===== src/rtl/alu_seq_if.sv =====
// Request/result handshake bundle for alu_seq.
// The slave modport is the ALU side and the master modport is the requester side.
interface alu_seq_if #(
    parameter int WIDTH = 8
);
    logic             valid_i;
    logic             ready_o;
    logic [2:0]       operator_i;
    logic [WIDTH-1:0] operand_a_i;
    logic [WIDTH-1:0] operand_b_i;
    logic             valid_o;
    logic             ready_i;
    logic [WIDTH-1:0] result_o;
    logic             carry_o;
    logic             overflow_o;
    logic             zero_o;
    logic             negative_o;

    modport slave (
        input  valid_i, operator_i, operand_a_i, operand_b_i, ready_i,
        output ready_o, valid_o, result_o, carry_o, overflow_o, zero_o, negative_o
    );

    modport master (
        output valid_i, operator_i, operand_a_i, operand_b_i, ready_i,
        input  ready_o, valid_o, result_o, carry_o, overflow_o, zero_o, negative_o
    );
endinterface


===== src/rtl/alu_seq.sv =====
// Sequential ALU with a valid/ready handshake on both the request and result sides.
// Single-cycle ops finish in one cycle; MUL is an iterative shift-add taking WIDTH cycles.
module alu_seq #(
    parameter int WIDTH = 8
) (
    input  logic     clk_i,
    input  logic     rst_i,
    alu_seq_if.slave bus
);
    localparam int CNT_W = $clog2(WIDTH);

    localparam logic [2:0] OP_ADD = 3'b000;
    localparam logic [2:0] OP_SUB = 3'b001;
    localparam logic [2:0] OP_AND = 3'b010;
    localparam logic [2:0] OP_OR  = 3'b011;
    localparam logic [2:0] OP_XOR = 3'b100;
    localparam logic [2:0] OP_SLL = 3'b101;
    localparam logic [2:0] OP_SRL = 3'b110;
    localparam logic [2:0] OP_MUL = 3'b111;

    localparam logic [1:0] S_IDLE = 2'b00;
    localparam logic [1:0] S_MUL  = 2'b01;
    localparam logic [1:0] S_OUT  = 2'b10;

    logic [1:0]         r_state;
    logic [CNT_W-1:0]   r_cnt;
    logic [2*WIDTH-1:0] r_mcand;
    logic [2*WIDTH-1:0] r_acc;
    logic [WIDTH-1:0]   r_mplier;
    logic [WIDTH-1:0]   r_result;
    logic               r_carry;
    logic               r_ovf;
    logic               r_zero;
    logic               r_neg;

    logic               w_ready;
    logic               w_accept;
    logic               w_consume;
    logic               w_is_mul;
    logic               w_mul_done;
    logic               w_load;
    logic [1:0]         w_state_next;
    logic [2*WIDTH-1:0] w_acc_next;
    logic [WIDTH:0]     w_sum;
    logic [WIDTH:0]     w_diff;
    logic [CNT_W-1:0]   w_shamt;
    logic [WIDTH-1:0]   w_alu_res;
    logic               w_alu_carry;
    logic               w_alu_ovf;
    logic [WIDTH-1:0]   w_res_next;
    logic               w_carry_next;
    logic               w_ovf_next;

    assign w_ready    = (r_state == S_IDLE) || ((r_state == S_OUT) && bus.ready_i);
    assign w_accept   = bus.valid_i && w_ready;
    assign w_consume  = (r_state == S_OUT) && bus.ready_i;
    assign w_is_mul   = (bus.operator_i == OP_MUL);
    assign w_mul_done = (r_state == S_MUL) && (r_cnt == CNT_W'(WIDTH - 1));
    assign w_acc_next = r_acc + (r_mplier[0] ? r_mcand : {2*WIDTH{1'b0}});

    // Single-cycle datapath works straight off the request inputs at the accepting edge.
    assign w_sum   = {1'b0, bus.operand_a_i} + {1'b0, bus.operand_b_i};
    assign w_diff  = {1'b0, bus.operand_a_i} - {1'b0, bus.operand_b_i};
    assign w_shamt = bus.operand_b_i[CNT_W-1:0];

    always_comb begin
        w_alu_res   = '0;
        w_alu_carry = 1'b0;
        w_alu_ovf   = 1'b0;
        case (bus.operator_i)
            OP_ADD: begin
                w_alu_res   = w_sum[WIDTH-1:0];
                w_alu_carry = w_sum[WIDTH];
                w_alu_ovf   = (bus.operand_a_i[WIDTH-1] == bus.operand_b_i[WIDTH-1]) &&
                              (w_sum[WIDTH-1] != bus.operand_a_i[WIDTH-1]);
            end
            OP_SUB: begin
                w_alu_res   = w_diff[WIDTH-1:0];
                w_alu_carry = w_diff[WIDTH];
                w_alu_ovf   = (bus.operand_a_i[WIDTH-1] != bus.operand_b_i[WIDTH-1]) &&
                              (w_diff[WIDTH-1] != bus.operand_a_i[WIDTH-1]);
            end
            OP_AND:  w_alu_res = bus.operand_a_i & bus.operand_b_i;
            OP_OR:   w_alu_res = bus.operand_a_i | bus.operand_b_i;
            OP_XOR:  w_alu_res = bus.operand_a_i ^ bus.operand_b_i;
            OP_SLL:  w_alu_res = bus.operand_a_i << w_shamt;
            OP_SRL:  w_alu_res = bus.operand_a_i >> w_shamt;
            default: w_alu_res = '0;
        endcase
    end

    // Accept and MUL completion are mutually exclusive because ready_o is low in MUL.
    assign w_load       = (w_accept && !w_is_mul) || w_mul_done;
    assign w_res_next   = w_mul_done ? w_acc_next[WIDTH-1:0] : w_alu_res;
    assign w_carry_next = w_mul_done ? (|w_acc_next[2*WIDTH-1:WIDTH]) : w_alu_carry;
    assign w_ovf_next   = w_mul_done ? 1'b0 : w_alu_ovf;

    always_comb begin
        w_state_next = r_state;
        if (w_accept)
            w_state_next = w_is_mul ? S_MUL : S_OUT;
        else if (w_mul_done)
            w_state_next = S_OUT;
        else if (w_consume)
            w_state_next = S_IDLE;
        else if (r_state == 2'b11)
            w_state_next = S_IDLE;
    end

    always_ff @(posedge clk_i or posedge rst_i) begin
        if (rst_i) begin
            r_state  <= S_IDLE;
            r_cnt    <= '0;
            r_result <= '0;
            r_carry  <= 1'b0;
            r_ovf    <= 1'b0;
            r_zero   <= 1'b0;
            r_neg    <= 1'b0;
        end else begin
            r_state <= w_state_next;
            if (w_accept)
                r_cnt <= '0;
            else if (r_state == S_MUL)
                r_cnt <= w_mul_done ? '0 : r_cnt + CNT_W'(1);
            if (w_load) begin
                r_result <= w_res_next;
                r_carry  <= w_carry_next;
                r_ovf    <= w_ovf_next;
                r_zero   <= (w_res_next == '0);
                r_neg    <= w_res_next[WIDTH-1];
            end
        end
    end

    // Multiplier operands are captured at accept; one multiplier bit is consumed per MUL cycle.
    always_ff @(posedge clk_i) begin
        if (w_accept) begin
            r_mcand  <= {{WIDTH{1'b0}}, bus.operand_a_i};
            r_mplier <= bus.operand_b_i;
            r_acc    <= '0;
        end else if (r_state == S_MUL) begin
            r_acc    <= w_acc_next;
            r_mcand  <= r_mcand << 1;
            r_mplier <= r_mplier >> 1;
        end
    end

    assign bus.ready_o    = w_ready;
    assign bus.valid_o    = (r_state == S_OUT);
    assign bus.result_o   = r_result;
    assign bus.carry_o    = r_carry;
    assign bus.overflow_o = r_ovf;
    assign bus.zero_o     = r_zero;
    assign bus.negative_o = r_neg;
endmodule


===== src/flat_wrapper.sv =====
// flat-port wrapper written by rule: the top's interface ports become plain ports
module alu_seq_flat 
#(
    parameter int WIDTH = 8
)
  (clk_i, rst_i, bus_valid_i, bus_operator_i, bus_operand_a_i, bus_operand_b_i, bus_ready_i, bus_ready_o, bus_valid_o, bus_result_o, bus_carry_o, bus_overflow_o, bus_zero_o, bus_negative_o);
  alu_seq_if #(.WIDTH(WIDTH)) bus_i ();
  input  logic clk_i;
  input  logic rst_i;
  input wire logic [$bits(bus_i.valid_i)-1:0] bus_valid_i;
  input wire logic [$bits(bus_i.operator_i)-1:0] bus_operator_i;
  input wire logic [$bits(bus_i.operand_a_i)-1:0] bus_operand_a_i;
  input wire logic [$bits(bus_i.operand_b_i)-1:0] bus_operand_b_i;
  input wire logic [$bits(bus_i.ready_i)-1:0] bus_ready_i;
  output wire logic [$bits(bus_i.ready_o)-1:0] bus_ready_o;
  output wire logic [$bits(bus_i.valid_o)-1:0] bus_valid_o;
  output wire logic [$bits(bus_i.result_o)-1:0] bus_result_o;
  output wire logic [$bits(bus_i.carry_o)-1:0] bus_carry_o;
  output wire logic [$bits(bus_i.overflow_o)-1:0] bus_overflow_o;
  output wire logic [$bits(bus_i.zero_o)-1:0] bus_zero_o;
  output wire logic [$bits(bus_i.negative_o)-1:0] bus_negative_o;
  assign bus_i.valid_i = bus_valid_i;
  assign bus_i.operator_i = bus_operator_i;
  assign bus_i.operand_a_i = bus_operand_a_i;
  assign bus_i.operand_b_i = bus_operand_b_i;
  assign bus_i.ready_i = bus_ready_i;
  assign bus_ready_o = bus_i.ready_o;
  assign bus_valid_o = bus_i.valid_o;
  assign bus_result_o = bus_i.result_o;
  assign bus_carry_o = bus_i.carry_o;
  assign bus_overflow_o = bus_i.overflow_o;
  assign bus_zero_o = bus_i.zero_o;
  assign bus_negative_o = bus_i.negative_o;
  alu_seq #(.WIDTH(WIDTH)) u_core (.clk_i(clk_i), .rst_i(rst_i), .bus(bus_i));
endmodule

===== config.mk =====
export PLATFORM = sky130hd
export DESIGN_NAME = alu_seq_flat
export DESIGN_NICKNAME = d
export VERILOG_FILES = /design/src/rtl/alu_seq_if.sv /design/src/rtl/alu_seq.sv /design/src/flat_wrapper.sv
export SDC_FILE = /design/constraint.sdc
export NUM_CORES = 1
export LEC_CHECK = 0
export BUFFER_PORTS_ARGS = -buffer_cell sky130_fd_sc_hd__buf_2
export CAP_MARGIN = 10
export CORE_MARGIN = 5
export CORE_UTILIZATION = 40
export CTS_CLUSTER_DIAMETER = 120
export DETAILED_ROUTE_END_ITERATION = 16
export PLACE_DENSITY = 0.58
export SLEW_MARGIN = 15
export SYNTH_ARGS = -nofsm -noshare
export SYNTH_HDL_FRONTEND = slang
export SYNTH_SLANG_ARGS = --single-unit
export TNS_END_PERCENT = 1

===== constraint.sdc =====
create_clock -name clk_i -period 6.51 [get_ports clk_i]
set_input_delay 1.302 -clock clk_i [delete_from_list [all_inputs] [get_ports clk_i]]
set_output_delay 1.302 -clock clk_i [all_outputs]
set_load 0.005 [all_outputs]

# Word-level counts from Yosys, hierarchy flattened
# Index checks and enable logic that the tools add are counted.
# word_totals
regBits,57
input_bits,23
# classes
n_addsub,4
n_eq_ne,15
shifts,2
n_mux,19
bitwise,3
n_reduce_logical,15
# ops
operator,n
case mux 8 bit (7 select lines),1
two-way mux 8 bit,5
adder 16 bit,1
two-way mux 16 bit,1
equality test 3 bit (second input constant),5
two-way mux 2 bit,5
adder 8 x 8 -> 9 bit,1
two-way mux 3 bit,3
subtractor 8 x 8 -> 9 bit,1
bitwise AND 8 bit,1
zero test 8 bit,1
OR 8 bit,1
OR reduction 8 bit,1
<< shifter 8 x 3 -> 8 bit,1
right shift 8 x 3 -> 8 bit,1
XOR 8 bit,1
equality test 3 x 2 -> 1 bit (second input constant),2
logical AND 1 bit,6
equality test 2 bit (second input constant),2
case mux 1 bit (2 select lines),2
nonzero test 4 bit,1
adder 3 x 1 -> 3 bit (second input constant),1
equality test 3 x 1 -> 1 bit (second input constant),1
zero test 3 bit,1
other kinds (8),12

# Longest topological paths before layout
# logic_depth
depth_word,6
depth_mapped,11
ltp_nobuf,10

# Worst setup path after synthesis
# OpenSTA, ideal clock, no wires.
# synth_path
path_type,input -> register
start,in bus_operand_b_i[2]
end,"reg u_core.r_ovf, in the netlist u_core.bus.overflow_o"
t_arrival_ns,3.856
t_required_ns,6.432
setup_slack_ns,2.576
path_stages,10
path_buffers,2
cell_sequence,clkbuf_1 > inv_1 > ha_1 > clkbuf_1 > nor4_1 > and3b_1 > or3_1 > mux4_2 > or2_2 > a21oi_1
# synth_between
elab_chain_len,5
word_cells_on_any_way,8
# synth_rtl
item,line,source
from (decl),flat_wrapper.sv:13,input wire logic [$bits(bus_i.operand_b_i)-1:0] bus_operand_b_i;
subtractor 8 x 8 -> 9 bit or adder 8 x 8 -> 9 bit (tied branches),"alu_seq.sv:63, alu_seq.sv:62",
"inequality test 1 bit, on equally long branches","alu_seq.sv:81, alu_seq.sv:75",
"logical AND 1 bit, on equally long branches","alu_seq.sv:80, alu_seq.sv:74",
case mux 1 bit (2 select lines) (*),alu_seq.sv:70,case (bus.operator_i)
two-way mux 1 bit (*),alu_seq.sv:96,assign w_ovf_next = w_mul_done ? 1'b0 : w_alu_ovf;
to (signal assigned),alu_seq.sv:128,r_ovf <= w_ovf_next;
to (decl),alu_seq.sv:32,logic r_ovf;
# Mark *: on every way between the ends. The rest lies on a longest branch, timed or not.
# A chain may end at the register's enable or synchronous reset.

# Worst setup path after layout
# layout_path
start,in bus_operand_b_i[1]
end,"reg u_core.r_ovf, in the netlist u_core.bus.overflow_o"
# The elaborated chain is that of the path after synthesis.

==> metrics <==
Slew HR 40.1%; die area 14300 um^2; mapped cell area 4800 um^2; Root Driver clkbuf_16; hpwl dp 10.5 mm; initial antenna violation count 0; fmax 244 MHz; Worst Hold Slack 0.464 ns; Fin. Hold Viols 0; CP arrival 4.32 ns; footprint of the multi-input gates 3190 um^2; met3 WL 459 um; met1 wire length 6.54 mm; first-pass iteration count of the detailed router 5; Critical Path RT 6.74 ns; Min-Delay Startpoint u_core.r_acc[13]; Seq/Total Area, Yosys 28.4%; Synth Net Count 625; Routed Antenna Nets 0; worst-path cell chain buf_2 -> inv_1 -> ha_1 -> o21ba_2 -> nor4_1 -> and3b_1 -> or3_1 -> mux4_2 -> or2_2 -> a21oi_1; number of global-route vias before repair 4190; first-pass GRT wire length 23.1 mm; crit path kind input pin to flip-flop; Diodes inserted 0; critical path capture point type flip-flop; #FFs+latches synth 56; Synth cell types 76; CTS resizes 0; Hold Path Class flip-flop to flip-flop; # hold bufs at CTS 0; Worst Max-Slew Pin Slew 0.876 ns; CTS tree done; routed vias/inst 6.04; Top Metal Used met4; period utilization 62.9%; Worst path max stage delay 0.45 ns; RR Startpoint u_core.r_mplier[0]; power density cells 194 nW/um^2; max-cap viol count 0; DRC viols 0; worst-path maximum fanout 20; outcome finished clean; worst slack, placed 2.13 ns; grt ovf 0; final wirelength 14.0 mm; setup ws final 2.42 ns; Clock Pin Slew Worst Setup and Hold Paths 0.08 ns; Main synth FF type dfxtp_1; Final setup violation count 0; via count 4352; Max Root-Sink Buffers 2; VDD IR-drop max 0.103 mV; pin count of the biggest net entering global routing 41; count leader, synth nand2_1; GRT Overall Usage 20.0%; most frequent cells after synthesis nand2_1, o21ai_0, ha_1; CTS sink cnt 56; asr flop ratio synth 28.6%; RSZ-0062 raised after global routing no; Post-Syn Instances 557; Post-CTS Setup Bufs 0; Area Overhead vs Synth 8.29%; fin nets 640; Boundary Pins 37; routed wl met2 6.70 mm; FF/Latch Area 1360 um^2; top cells by area, synth ha_1, dfxtp_1, edfxtp_1; total CTS buffers 5; First DRT Iteration DRCs 263; H-tree Lvls 2; Die Span X 120 um; syn_area_per_cell 8.61 um^2; # fillers 1189; CP max stage cell mux4_2; area leader, netlist ha_1; warnings from Yosys 0; final max-slew violation count 0; port bufs 36; post-synth top area share 11.0%; Critical Path Start bus_operand_b_i[1]; EDFF count, synth 16; Static Leak 0.00228 uW; initial core utilization 40.5%; clock latency on the worst-skew pair 0.30 ns; Cell Rows 40; CP startpoint kind input pin; Die Ht 120 um; post-route setup TNS 0 ns; Setup Skew 0.0118 ns; Final min period 4.09 ns; routed len/inst 19.5 um; GPL Wtd Cong 0.905; layout cells sized above 1 12.4%; core area 11900 um^2
[routing by layer]
layer	vias up	GRT usage, %
met5	-	0
met4	0	5.80
met3	25	2.07
met2	97	32.2
met1	2129	28.4
li1	2101	-
[where the power goes]
| part | internal, uW | total (uW) | switching (uW) |
|---|---|---|---|
| sequential | 406 | 429 | 23.8 |
| clock | 144 | 278 | 134 |
| combinational | 118 | 300 | 182 |
| total | 668 | 1010 | 340 |
[flip-flops by register name (all words and copies together) (netlist names)]
signal                 count
u_core.r_mcand            16
u_core.bus.overflow_o      1
u_core.r_acc              16
u_core.bus.zero_o          1
u_core.bus.result_o        7
u_core.r_cnt               3
u_core.bus.negative_o      1
u_core.r_mplier            8
u_core.r_state             2
u_core.bus.carry_o         1
[worst paths after layout]
kind / endpoint / slack [ns] / cells past startpoint
worst max-delay path: u_core.bus.overflow_o / 2.42 / 10
worst min-delay path: u_core.r_acc[13] / 0.46 / 2
worst max register to register: u_core.bus.carry_o / 2.64 / 10
worst min register to register: u_core.r_acc[13] / 0.46 / 2
max in group asynchronous: u_core.r_state[0] / 5.06 / 2
min in group asynchronous: u_core.bus.result_o[4] / 1.06 / 2
[cells by family (layout without fill, tap and decap cells)]
kind of cell	after synthesis	count (layout)	share of synthesized area [%]
buffers and inverters	61	77	5.19
xor gates and xnor gates	13	13	2.37
and+or+nand+nor	190	190	20.7
adders and majority gates	45	45	12.2
muxes	23	23	7.54
DFF	56	56	28.4
AOI/OAI and AO/OA	169	169	23.6
[per-stage QoR]
step	instances	area (um^2)	power (uW)	utilization (%)
floorplan	557	4800	636	-
global placement	712	5050	731	42.6
detailed placement	712	5050	735	42.6
CTS	720	5190	1010	43.8
global route	720	5200	1070	43.8
finish	720	5200	1010	43.8
[layout by cell type (no fill, tap or decap), types with 4 or more instances in the layout]
cell type,n
nand3b_1,10
nor2_1,16
a211o_1,7
nor3_1,9
or2_2,4
and2_1,19
buf_2,36
a31oi_1,6
nor4_1,7
a21o_1,8
mux4_2,6
clkbuf_16,5
xor2_1,6
mux2_2,6
nand3_1,15
mux2i_1,8
a22o_1,5
nor2b_1,9
inv_1,30
or3_1,6
a21oi_1,30
ha_1,42
o21bai_1,6
o21ai_0,53
xnor2_1,7
edfxtp_1,16
a2111oi_0,5
nand2_1,73
dfxtp_1,24
dfrtp_1,16
[critical path: cells and delay by family]
kind                       cells  cell delay (ns)
buffers and inverters          2             0.65
adders and majority gates      1             0.38
AOI/OAI and AO/OA              2             0.34
and+or+nand+nor                4             1.18
muxes                          1             0.45
[cell type report]
type / count / share of cell area [%]
Multi-Input combinational cell: 440 / 61.4
Sequential cell: 56 / 26.2
Timing Repair Buffer: 39 / 3.90
Tap cell: 147 / 3.54
Clock buffer: 5 / 2.41
Inverter: 30 / 2.17
Clock inverter: 3 / 0.385
(Power assumes the default switching activity.)
